--- src/rtl/stack_unit_pkg.sv ---
// Shared constants for the stack-access sequencer: stage encodings, SP reset value
// and the op-priority decode.
package stack_unit_pkg;

  localparam int STAGE_COUNT = 5;

  localparam logic [STAGE_COUNT-1:0] STAGE_IF  = 5'b00001;
  localparam logic [STAGE_COUNT-1:0] STAGE_ID  = 5'b00010;
  localparam logic [STAGE_COUNT-1:0] STAGE_EX  = 5'b00100;
  localparam logic [STAGE_COUNT-1:0] STAGE_MEM = 5'b01000;
  localparam logic [STAGE_COUNT-1:0] STAGE_WB  = 5'b10000;

  localparam logic [7:0] SP_RESET_DEFAULT = 8'hFF;

  typedef enum logic [2:0] {
    OP_NONE,
    OP_RCALL,
    OP_RET,
    OP_PUSH,
    OP_POP
  } op_e;

  // Flags are nominally one-hot; when several are high, rcall > ret > push > pop.
  function automatic op_e select_op(input logic rcall, input logic ret,
                                    input logic push, input logic pop);
    if (rcall)     return OP_RCALL;
    else if (ret)  return OP_RET;
    else if (push) return OP_PUSH;
    else if (pop)  return OP_POP;
    else           return OP_NONE;
  endfunction

endpackage

--- src/rtl/stack_unit_stack_pointer.sv ---
// Stack-pointer register with inc/dec enables, the sp+1 read address and
// empty/full detection used for underflow/overflow.
module stack_pointer
  import stack_unit_pkg::*;
#(
  parameter int                  SP_WIDTH = 8,
  parameter logic [SP_WIDTH-1:0] SP_RESET = SP_RESET_DEFAULT
) (
  input  logic                clk,
  input  logic                reset,
  input  logic                inc,
  input  logic                dec,
  output logic [SP_WIDTH-1:0] sp,
  output logic [SP_WIDTH-1:0] sp_plus1,
  output logic                at_bottom,
  output logic                at_top
);

  always_ff @(posedge clk or negedge reset) begin
    if (!reset)   sp <= SP_RESET;
    else if (dec) sp <= sp - SP_WIDTH'(1);
    else if (inc) sp <= sp + SP_WIDTH'(1);
  end

  assign sp_plus1  = sp + SP_WIDTH'(1);
  assign at_bottom = (sp == '0);
  assign at_top    = (sp == SP_RESET);

endmodule

--- src/rtl/stack_unit.sv ---
// Stack-access sequencer: drives data memory during MEM for RCALL/RET/PUSH/POP,
// owns SP and returns the popped PC / data to writeback.
module stack_unit
  import stack_unit_pkg::*;
#(
  parameter int                  SP_WIDTH = 8,
  parameter int                  PC_WIDTH = 10,
  parameter logic [SP_WIDTH-1:0] SP_RESET = SP_RESET_DEFAULT
) (
  input  logic                   clk,
  input  logic                   reset,
  input  logic [STAGE_COUNT-1:0] pipeline_stage,
  input  logic                   cycle_count,
  input  logic                   op_rcall,
  input  logic                   op_ret,
  input  logic                   op_push,
  input  logic                   op_pop,
  input  logic [PC_WIDTH-1:0]    call_return_pc,
  input  logic [7:0]             push_data,
  input  logic [7:0]             mem_rdata,
  output logic [SP_WIDTH-1:0]    mem_addr,
  output logic [7:0]             mem_wdata,
  output logic                   mem_we,
  output logic                   mem_re,
  output logic [SP_WIDTH-1:0]    sp,
  output logic [PC_WIDTH-1:0]    ret_pc,
  output logic                   ret_pc_valid,
  output logic [7:0]             pop_data,
  output logic                   pop_valid,
  output logic                   stack_err
);

  if (PC_WIDTH < 9 || PC_WIDTH > 16) begin : g_bad_pc_width
    $error("stack_unit: PC_WIDTH must be 9..16");
  end

  localparam int HI_WIDTH = PC_WIDTH - 8;

  op_e                  op;
  logic                 in_mem;
  logic                 in_wb;
  logic                 wr_access;
  logic                 rd_access;
  logic                 overflow;
  logic                 underflow;
  logic                 sp_inc;
  logic                 sp_dec;
  logic [SP_WIDTH-1:0]  sp_plus1;
  logic                 at_bottom;
  logic                 at_top;
  logic [7:0]           hi_byte;
  logic [7:0]           rd_byte;
  logic [HI_WIDTH-1:0]  hi_latch;

  stack_pointer #(
    .SP_WIDTH (SP_WIDTH),
    .SP_RESET (SP_RESET)
  ) u_stack_pointer (
    .clk       (clk),
    .reset     (reset),
    .inc       (sp_inc),
    .dec       (sp_dec),
    .sp        (sp),
    .sp_plus1  (sp_plus1),
    .at_bottom (at_bottom),
    .at_top    (at_top)
  );

  // Gating with reset keeps every strobe idle while reset is held.
  always_comb begin
    op        = select_op(op_rcall, op_ret, op_push, op_pop);
    in_mem    = reset && (pipeline_stage == STAGE_MEM);
    in_wb     = reset && (pipeline_stage == STAGE_WB);
    wr_access = in_mem && (op == OP_RCALL || op == OP_PUSH);
    rd_access = in_mem && (op == OP_RET || op == OP_POP);
    overflow  = wr_access && at_bottom;
    underflow = rd_access && at_top;
    mem_we    = wr_access && !at_bottom;
    mem_re    = rd_access && !at_top;
    sp_dec    = mem_we;
    sp_inc    = mem_re;
    rd_byte   = underflow ? 8'h00 : mem_rdata;

    hi_byte = '0;
    hi_byte[HI_WIDTH-1:0] = call_return_pc[PC_WIDTH-1:8];

    mem_addr  = rd_access ? sp_plus1 : sp;
    mem_wdata = '0;
    if (wr_access) begin
      if (op == OP_PUSH)   mem_wdata = push_data;
      else if (cycle_count) mem_wdata = hi_byte;
      else                  mem_wdata = call_return_pc[7:0];
    end

    ret_pc_valid = in_wb && (op == OP_RET);
    pop_valid    = in_wb && (op == OP_POP);
  end

  always_ff @(posedge clk or negedge reset) begin
    if (!reset) begin
      hi_latch  <= '0;
      ret_pc    <= '0;
      pop_data  <= '0;
      stack_err <= 1'b0;
    end else begin
      if (in_mem && op == OP_RET) begin
        if (!cycle_count) hi_latch <= rd_byte[HI_WIDTH-1:0];
        else              ret_pc   <= {hi_latch, rd_byte};
      end
      if (in_mem && op == OP_POP) pop_data <= rd_byte;
      if (overflow || underflow) stack_err <= 1'b1;
    end
  end

endmodule

--- config.mk ---
export PLATFORM = sky130hd
export DESIGN_NAME = stack_unit
export DESIGN_NICKNAME = d
export VERILOG_FILES = /design/src/rtl/stack_unit_pkg.sv /design/src/rtl/stack_unit_stack_pointer.sv /design/src/rtl/stack_unit.sv
export SDC_FILE = /design/constraint.sdc
export NUM_CORES = 1
export LEC_CHECK = 0
export CAP_MARGIN = 25
export CORE_MARGIN = 3
export CORE_UTILIZATION = 43
export CTS_BUF_LIST = sky130_fd_sc_hd__clkbuf_8
export DETAILED_ROUTE_END_ITERATION = 10
export PLACE_DENSITY = 0.87
export RECOVER_POWER = 25
export SYNTH_ARGS = -nofsm -noshare
export SYNTH_HDL_FRONTEND = slang
export SYNTH_SLANG_ARGS = --single-unit
export TNS_END_PERCENT = 30
--- constraint.sdc ---
create_clock -name clk -period 2.6 [get_ports clk]
set_clock_uncertainty 0.05 [all_clocks]
set_input_delay 0.39 -clock clk [delete_from_list [all_inputs] [get_ports clk]]
set_output_delay 0.39 -clock clk [all_outputs]
set_load 0.02 [all_outputs]
Yosys cells after proc, flatten, opt, wreduce, memory -nomap -nowiden
Cells that the tools add are included. W data, S select, Z words.

Bits in registers: 29.

Equality and inequality tests: 7. Mux-type cells: 11. Add/sub/neg operators: 2. Reduce and logical (&&, ||, !) cells: 21. Bitwise gates (word level): 1.

Operator list (number): $mux W8 (7); $logic_and A1 B1 Y1 (12); $mux W3 (4); $add A8 B1 Y8 const B (1); $eq A8 B8 Y1 const B (1); $logic_not A8 Y1 (1); $sub A8 B1 Y8 const B (1); $eq A3 B2 Y1 const B (2); $eq A5 B4 Y1 const B (1); $eq A5 B5 Y1 const B (1); $reduce_and A2 Y1 (2); $eq A3 B1 Y1 const B (1); $eq A3 B3 Y1 const B (1); $logic_or A1 B1 Y1 (3); $logic_not A1 Y1 (2); $reduce_bool A2 Y1 (1); $not A1 Y1 (1).

Longest topological paths before layout
Gate-level depths: netlist (run 1).

Depth in word-level cells: 10. Gate-level depth with buffers: 9. Depth with buffers taken out: 8.

Cells and area by module
Synthesis (run 1) repeated with hierarchy kept, for this count alone.

Cell total of the unflattened synthesis: 167. Area, all modules: 1805.5 um^2.

Modules (own cells, without submodules): stack_unit (times used 1, cells an instance 104, area an instance 1224.9 um^2, seq. area each 525.5 um^2); stack_pointer (times used 1, cells an instance 63, area an instance 580.6 um^2, seq. area each 210.2 um^2).

Worst setup path before layout (run 1)
No wires, ideal clock.

Path type: register to output. Start: register u_stack_pointer.sp[3]. End: output port mem_addr[7]. Required time: 2160 ps. Cell stages (with the launch flop): 6. Arrival time: 1638 ps. Setup slack: 522 ps. Cells stage by stage: dfstp_2 -> clkbuf_1 -> nand2_1 -> nor3_1 -> nand2_1 -> xnor2_1.

Longest elaborated chain between the ends: 2.

RTL lines: from (decl) (RTL line stack_unit_stack_pointer.sv:13) `output logic [SP_WIDTH-1:0] sp,`; from (signal assigned) (RTL line stack_unit_stack_pointer.sv:21) `else if (dec) sp <= sp - SP_WIDTH'(1);`; from (signal assigned) (RTL line stack_unit_stack_pointer.sv:22) `else if (inc) sp <= sp + SP_WIDTH'(1);`; $add A8 B1 Y8 (RTL line stack_unit_stack_pointer.sv:25) `assign sp_plus1 = sp + SP_WIDTH'(1);`; $mux W8 (RTL line stack_unit.sv:87) `mem_addr = rd_access ? sp_plus1 : sp;`; to (decl) (RTL line stack_unit.sv:21) `output logic [SP_WIDTH-1:0] mem_addr,`.

No other way between the ends.

Worst setup path in the final report (run 1)
Start: input port pipeline_stage[2]. End: output port mem_addr[5].

Longest elaborated chain between the ends: 4.

RTL lines: from (decl) (RTL line stack_unit.sv:12) `input logic [STAGE_COUNT-1:0] pipeline_stage,`; $eq A5 B4 Y1 (RTL line stack_unit.sv:72) `in_mem = reset && (pipeline_stage == STAGE_MEM);`; $logic_and A1 B1 Y1 (RTL line stack_unit.sv:72); $logic_and A1 B1 Y1 (RTL line stack_unit.sv:75) `rd_access = in_mem && (op == OP_RET || op == OP_POP);`; $mux W8 (RTL line stack_unit.sv:87).

No other way between the ends.

==> results.toml, run 1 <==
[run_status]
status = "complete, but fails checks"
violations = "max-capacitance violations, max-slew violations"

[routing]
routedWlPerCell_um = 16.2
routed_wl_mm = 5.60
dr.first_iter.drc_count = 88
vias_per_cell = 5.36
drc = 0
via_count = 1856
antenna_left = 0
first_pass_iters = 4

[clocking]
hold_buffers = 0
cts_buffers = 5
cts.clk_slew.worst_paths_ns = 0.07
cts_tree = "yes"
h-tree-depth = 2
clk_path_buf_depth = 2
cts_root_buffer = "clkbuf_8"
clkSinkCount = 29
insertion_delay_ns = 0.28

[worst_setup_path]
reg2reg_depth = 7
worstSetupPathType = "input port to primary output"
r2r-end = "hi_latch[0]$_DFFE_PN0P_"
arrival_ns = 2.12
start_kind = "input port"
startpoint = "pipeline_stage[2]"
r2r_slack_ns = 0.42
reg2reg_from = "u_stack_pointer.sp[1]$_DFFE_PN1P_"
cp_max_fo = 3
endpoint_kind = "primary output"
critPathRequiredTime_ns = 2.16

[worst_hold_path]
holdPathStages = 2
min_from = "stack_err$_DFFE_PN0P_"
holdPathEnd = "stack_err$_DFFE_PN0P_"
hold_path_class = "flop to flop"

[placement]
dpl.hpwl_mm = 3.96
gp_congestion = 0.835
portBuffers = 84

[floorplan]
rows = 23
dieArea_mm2 = 0.00513
core_mm2 = 0.00409
ioPinCount = 85
die_w_um = 71.6
fp.dieH_um = 71.6
start_util = 0.453

[yosys]
synthCells = 191
ys_seq_elements = 29
ys_seq_area_frac = 0.397
avgSynthCellArea_um2 = 9.70
synthFlopType = "dfrtp_1"
synth_fp_nets = 232
yosys_warnings = 0
synth_cell_types = 44
synth-async-reset-ratio = 1.00
synth_area_mm2 = 0.00185
synth_edf_count = 0

[job]
maxCapViolCount = 1

[final_layout]
mostFrequentLayoutCell = "clkdlybuf4s50_1"
layout-drive-gt1-share = 0.284
area_delta_synth_final_pct = 59.6
fin_util = 0.723
num_antenna_cells = 0
final_cell_mix = "clkdlybuf4s50_1, buf_4, dfrtp_1"
layout.nets = 336

[grt]
grt_util_all_layers = 0.223
grt_pass1_vias = 1875
antenna_found_initial = 0
grt_max_degree = 30
overflow = 0
grt_pass1_wl_mm = 8.91

[timing]
worst_slew_pin_slew_ns = 1.54
hold_viol = 0
slew_headroom = -0.0252
clock.fmax_mhz = 391
min_period_ns = 2.56
finalMaxSlewViolations = 30
rsz0062_at_grt = "yes"
final.setup.tns_ns = 0
min_period_over_period = 0.984
setup-violations-final = 0

[pwr]
p_leak_nw = 1.32
vdd_drop_max_uv = 440
pwr_density_cell_mw_per_mm2 = 532
[Yosys cell counts, types with 3 or more instances]
master / n / area [um^2]
clkbuf_1: 6 / 22.5
nor3b_1: 8 / 60.1
nand2_1: 12 / 45.0
nor2_1: 19 / 71.3
nand3_1: 5 / 25.0
o31ai_1: 3 / 22.5
and2_1: 11 / 68.8
inv_1: 6 / 22.5
nor2b_1: 4 / 25.0
nor3_1: 4 / 20.0
xor2_1: 3 / 26.3
a21oi_1: 11 / 55.1
xnor2_1: 7 / 61.3
or3_1: 4 / 25.0
dfstp_2: 8 / 210
ha_1: 3 / 37.5
mux2_2: 20 / 225
dfrtp_1: 21 / 526
o211ai_1: 3 / 22.5
[metrics by stage]
| stage | instance area, um^2 | setup WS [ns] | std cells | hold slack (ns) | total power [W] |
|---|---|---|---|---|---|
| 2_1_floorplan | 1850 | 0.522 | 191 | 0.0444 | 0.000823 |
| 3_3_place_gp | 2860 | -0.319 | 336 | 0.418 | 0.00110 |
| 3_5_place_dp | 2860 | -0.320 | 336 | 0.426 | 0.00111 |
| 4_1_cts | 2980 | 0.00673 | 345 | 0.441 | 0.00158 |
| 5_1_grt | 2960 | -0.0675 | 346 | 0.469 | 0.00165 |
| 6_report | 2960 | 0.0403 | 346 | 0.441 | 0.00157 |
[critical path, stage by stage]
cell and delay [ns]:
clkdlybuf4s50_1 0.44, nor4b_4 0.34, o211ai_1 0.24, buf_4 0.21, nor2_4 0.14, xor2_2 0.20, buf_6 0.15
[repair_timing]
action                                  4_1_cts  5_1_grt
endpoints found under the setup margin       19       14
resized for setup                            31       33
setup buffers                                 1        1
pin swaps                                     1        2
[per-layer routing]
metal	up-vias	track usage	wire length [um]
met5	-	0	0
met4	0	0.111	204
met3	20	0.0729	331
met2	81	0.350	2740
met1	868	0.274	2320
li1	887	-	-
[registers in the layout, summed over array words and instances, names as in the netlist]
signal / flops
ret_pc: 10
pop_data: 8
u_stack_pointer.sp: 8
hi_latch: 2
stack_err: 1
[worst max path at each step]
stage / end
final: mem_addr[5]
after global routing: mem_addr[5]
after CTS: mem_we
after detailed placement: mem_addr[6]
after global placement: mem_addr[6]
after floorplan: mem_addr[7]
[final cells by class]
class | instances | area (um^2)
timing repair buffer | 108 | 953
clock inverter | 2 | 33.8
fill | 317 | 1130
clock buffer | 6 | 82.6
sequential | 29 | 736
tap | 50 | 62.6
multi-input combinational | 144 | 1060
inverter | 7 | 28.8
[cell families (layout without fill, tap and decap cells)]
group / count (synthesis) / count (layout) / share of synthesized area
AOI/OAI and AO/OA: 33 / 33 / 0.124
buffers and inverters: 18 / 123 / 0.0473
DFF: 29 / 29 / 0.397
muxes: 22 / 22 / 0.132
adders and majority gates: 3 / 3 / 0.0203
and+or+nand+nor: 76 / 76 / 0.231
xor gates and xnor gates: 10 / 10 / 0.0473
[power breakdown]
| part | internal (W) | total, W | switching [W] |
|---|---|---|---|
| Combinational | 0.000267 | 0.000522 | 0.000254 |
| Clock | 0.000308 | 0.000479 | 0.000171 |
| Sequential | 0.000507 | 0.000572 | 0.0000648 |
Power figures use the tool's default switching activity.
==> inputs of run 2 (changes only) <==
--- a/config.mk
+++ b/config.mk
@@ -10,6 +10,7 @@
 export CORE_UTILIZATION = 43
 export CTS_BUF_LIST = sky130_fd_sc_hd__clkbuf_8
 export DETAILED_ROUTE_END_ITERATION = 10
+export GPL_TIMING_DRIVEN = 0
 export PLACE_DENSITY = 0.87
 export RECOVER_POWER = 25
 export SYNTH_ARGS = -nofsm -noshare
==> results.toml, run 2 (synthesis results as in run 1) <==
[grt]
grt_util_all_layers = 0.210
grt_max_degree = 21
grt_pass1_wl_mm = 8.55
grt_pass1_vias = 1823
antenna_found_initial = 0
overflow = 0

[floorplan]
start_util = 0.453
core_mm2 = 0.00409
fp.dieH_um = 71.6
dieArea_mm2 = 0.00513
die_w_um = 71.6
rows = 23
ioPinCount = 85

[final_layout]
mostFrequentLayoutCell = "clkdlybuf4s50_1"
area_delta_synth_final_pct = 57.5
design_area_mm2 = 0.00292
multi_input_area_mm2 = 0.00107
register_area_um2 = 736
final_cell_mix = "clkdlybuf4s50_1, dfrtp_1, mux2_2"
top_register = "ret_pc"
largest_reg_flops = 10
fillers = 327
reg.largest.list = "ret_pc x10, pop_data x8, u_stack_pointer.sp x8"
layout.nets = 325
layout-drive-gt1-share = 0.253
final_cells = 335
num_antenna_cells = 0

[routing]
dr.first_iter.drc_count = 65
antenna_left = 0
wl_met3_um = 295
first_pass_iters = 4
wl_met1_mm = 2.25
routed_wl_mm = 5.21
top_layer_used = "met4"
routedWlPerCell_um = 15.6
via_count = 1804
wl_met2_mm = 2.56
vias_per_cell = 5.39
drc = 0

[pwr]
comb_power_share = 0.309
power_frac_clock = 0.316
intPower_w = 0.00104
p_leak_nw = 1.31
vdd_drop_max_uv = 407
p_sw_w = 0.000485
seqPwrFrac = 0.374
switching_share = 0.317
pwr_density_cell_mw_per_mm2 = 524

[clocking]
clk_path_buf_depth = 2
h-tree-depth = 2
cts_buffers = 5
cts.clk_slew.worst_paths_ns = 0.06
cts_root_buffer = "clkbuf_8"
cts_tree = "yes"
clkSinkCount = 29
insertion_delay_ns = 0.29

[worst_setup_path]
critPathRequiredTime_ns = 2.16
worstSetupPathType = "input port to primary output"
reg2reg_from = "u_stack_pointer.sp[0]$_DFFE_PN1P_"
crit_end = "mem_wdata[0]"
arrival_ns = 2.10
reg2reg_depth = 6
start_kind = "input port"
cp_max_fo = 10
endpoint_kind = "primary output"
r2r-end = "pop_data[1]$_DFFE_PN0P_"
startpoint = "op_push"
r2r_slack_ns = 0.43

[run_status]
status = "finished clean"

[timing]
hold_viol = 0
finalMaxSlewViolations = 0
slew_headroom = 0.296
min_period_ns = 2.54
min_period_over_period = 0.978
clock.fmax_mhz = 393
worst_slew_pin_slew_ns = 1.06
setup-violations-final = 0
rsz0062_at_grt = "yes"
final.setup.tns_ns = 0

[placement]
dpl.hpwl_mm = 3.84
gp_congestion = 0.828
dp.cells = 325
placed_area_mm2 = 0.00277
portBuffers = 83

[job]
maxCapViolCount = 0

[worst_hold_path]
hold_path_class = "input port to asynchronous set/reset pin"
run 2: routing by layer:
layer	GRT usage	vias to the layer above
li1	-	866
met1	0.264	861
met2	0.355	65
met3	0.0533	12
met4	0.0626	0
met5	0	-
run 2: how the worst min path moves through the flow:
stage	start	end	slack, ns	cells past startpoint
2_1_floorplan	reset	hi_latch[0]$_DFFE_PN0P_	0.04	0
3_3_place_gp	stack_err$_DFFE_PN0P_	stack_err$_DFFE_PN0P_	0.42	2
3_5_place_dp	stack_err$_DFFE_PN0P_	stack_err$_DFFE_PN0P_	0.42	2
4_1_cts	reset	pop_data[0]$_DFFE_PN0P_	0.04	1
5_1_grt	reset	u_stack_pointer.sp[3]$_DFFE_PN1P_	0.07	1
6_report	reset	u_stack_pointer.sp[3]$_DFFE_PN1P_	0.07	1
run 2: power groups by stage:
stage	clock, W	sequential [W]	combinational, W
5_1_grt	0.000517	0.000580	0.000511
6_report	0.000483	0.000572	0.000473
3_5_place_dp	0	0.000575	0.000488
2_1_floorplan	0	0.000603	0.000220
4_1_cts	0.000494	0.000568	0.000478
3_3_place_gp	0	0.000575	0.000475
run 2: critical path: stages:
cell and delay, ns:
clkdlybuf4s50_1 0.47, nor2b_2 0.17, nor2b_1 0.19, buf_4 0.18
clkbuf_4 0.20, nor2_1 0.06, a21oi_1 0.11, nor2_1 0.05
clkdlybuf4s15_1 0.28
run 2: stage by stage:
step                power, W  hold WS, ns  utilization  setup WS, ns
floorplan           0.000823       0.0444            -         0.522
global placement     0.00105        0.416        0.672         -1.57
detailed placement   0.00106        0.423        0.679        -0.980
CTS                  0.00154       0.0399        0.716      -0.00969
global route         0.00161       0.0695        0.714       -0.0382
finish               0.00153       0.0726        0.714        0.0580
run 2: timing repair:
item,CTS,global route
gates cloned,0,0
hold endpoints to repair,0,6
gates resized for setup,61,24
pin swaps,2,3
buffers inserted,3,0
endpoints found under the setup margin,43,20
hold buffers,0,1
run 2: layout make-up:
class,instances,share of cell area
Multi-Input combinational cell,144,0.367
Clock buffer,6,0.0283
Sequential cell,29,0.252
Buffer,9,0.0227
Tap cell,50,0.0215
Inverter,7,0.00987
Timing Repair Buffer,88,0.287
Clock inverter,2,0.0116
==> inputs of run 3 (changes only) <==
--- a/config.mk
+++ b/config.mk
@@ -5,7 +5,7 @@
 export SDC_FILE = /design/constraint.sdc
 export NUM_CORES = 1
 export LEC_CHECK = 0
-export CAP_MARGIN = 25
+export CAP_MARGIN = 30
 export CORE_MARGIN = 3
 export CORE_UTILIZATION = 43
 export CTS_BUF_LIST = sky130_fd_sc_hd__clkbuf_8
@@ -16,4 +16,4 @@
 export SYNTH_ARGS = -nofsm -noshare
 export SYNTH_HDL_FRONTEND = slang
 export SYNTH_SLANG_ARGS = --single-unit
-export TNS_END_PERCENT = 30
+export TNS_END_PERCENT = 20
==> results.toml, run 3 (synthesis results as in run 1) <==
[timing]
min_period_ns = 2.52
hold_viol = 0
slew_headroom = 0.296
worst_slew_pin_slew_ns = 1.06
clock.fmax_mhz = 396
finalMaxSlewViolations = 0
final.setup.tns_ns = 0
min_period_over_period = 0.971
timing.hold.ws_ns = 0.0763
setup-violations-final = 0

[final_layout]
top_register = "ret_pc"
num_antenna_cells = 0
fin_util = 0.709
reg.largest.list = "ret_pc x10, pop_data x8, u_stack_pointer.sp x8"
area_delta_synth_final_pct = 56.4
layout.nets = 325
final_cells = 335
largest_reg_flops = 10
mostFrequentLayoutCell = "clkdlybuf4s50_1"
multi_input_area_mm2 = 0.00107
register_area_um2 = 736
fillers = 331
layout-drive-gt1-share = 0.267
final_cell_mix = "clkdlybuf4s50_1, dfrtp_1, mux2_2"

[clocking]
clkSinkCount = 29
insertion_delay_ns = 0.28
cts_root_buffer = "clkbuf_8"
cts_tree = "yes"
cts.clk_slew.worst_paths_ns = 0.06
h-tree-depth = 2
clk_path_buf_depth = 2
cts_buffers = 5

[floorplan]
dieArea_mm2 = 0.00513
ioPinCount = 85
rows = 23
start_util = 0.453
fp.dieH_um = 71.6
die_w_um = 71.6
core_mm2 = 0.00409

[worst_setup_path]
worstSetupPathType = "input port to primary output"
worst-path-stages = 8
cp_max_fo = 10
cp_cell_sequence = "clkdlybuf4s50_1, nor2b_2, nor2b_1, buf_4, clkbuf_4, a21oi_1, nor2_1, clkdlybuf4s15_1"
crit_family = "buffers and inverters"
arrival_ns = 2.08
cp_slowest_stage_delay_ns = 0.47
critPathRequiredTime_ns = 2.16
critPathBufInv = 4
endpoint_kind = "primary output"
start_kind = "input port"
crit_slowest_cell = "clkdlybuf4s50_1"
reg2reg_depth = 6

[placement]
dpl.hpwl_mm = 3.84
gp_congestion = 0.828
portBuffers = 83
dp.cells = 325

[run_status]
status = "finished clean"

[grt]
overflow = 0
grt_pass1_vias = 1823
grt_max_degree = 21
grt_pass1_wl_mm = 8.55
grt_util_all_layers = 0.210
antenna_found_initial = 0

[job]
maxCapViolCount = 0

[pwr]
switching_share = 0.316
pwr_density_cell_mw_per_mm2 = 527
p_total_w = 0.00153
comb_power_share = 0.310
power_frac_clock = 0.315
vdd_drop_max_uv = 407
p_leak_nw = 1.31
p_sw_w = 0.000482
seqPwrFrac = 0.375
intPower_w = 0.00104

[routing]
routedWlPerCell_um = 15.7
via_count = 1798
routed_wl_mm = 5.25
dr.first_iter.drc_count = 53
first_pass_iters = 4
drc = 0
vias_per_cell = 5.37
antenna_left = 0

[worst_hold_path]
hold_path_class = "input port to asynchronous set/reset pin"
[run 3: timing repair]
item,in CTS,in global routing
endpoints found under the setup margin,43,20
hold buffers,0,1
pin swaps,2,3
buffers inserted,3,0
hold endpoints to repair,0,6
resized for setup,61,29
[run 3: power groups by stage]
stage | logic, W | clock network, W | registers, W
global placement | 0.000475 | 0 | 0.000575
floorplan | 0.000220 | 0 | 0.000603
detailed placement | 0.000488 | 0 | 0.000575
CTS | 0.000478 | 0.000494 | 0.000568
finish | 0.000474 | 0.000480 | 0.000572
global route | 0.000511 | 0.000517 | 0.000580
[run 3: path summary, 6_finish.rpt]
check,startpoint,endpoint,slack (ns)
setup / recovery,op_push,mem_wdata[4],0.08
hold / removal,reset,u_stack_pointer.sp[1]$_DFFE_PN1P_,0.08
setup reg to reg,u_stack_pointer.sp[0]$_DFFE_PN1P_,pop_data[1]$_DFFE_PN0P_,0.43
hold reg to reg,stack_err$_DFFE_PN0P_,stack_err$_DFFE_PN0P_,0.43
max in group asynchronous,reset,stack_err$_DFFE_PN0P_,1.43
min in group clk,stack_err$_DFFE_PN0P_,stack_err$_DFFE_PN0P_,0.43
[run 3: through the flow]
step                      area (um^2)  worst slack, ns
after floorplan                  1850            0.522
after global placement           2750            -1.57
after detailed placement         2770           -0.980
after CTS                        2930         -0.00969
after global routing             2900         -0.00923
final                            2900           0.0763
[run 3: per-layer routing]
metal	wire length [um]	GRT usage	vias to the layer above
met3	312	0.0533	9
li1	-	-	869
met1	2260	0.264	854
met2	2600	0.355	66
met5	0	0	-
met4	78	0.0626	0
[run 3: layout make-up]
| cell class | instances | share of cell area |
|---|---|---|
| clock inverters | 2 | 0.0117 |
| inverters | 7 | 0.00994 |
| multi-input cells | 144 | 0.370 |
| plain buffers | 9 | 0.0229 |
| flip-flops and latches | 29 | 0.254 |
| repair buffers | 88 | 0.282 |
| clock buffers | 6 | 0.0285 |
| well taps | 50 | 0.0216 |
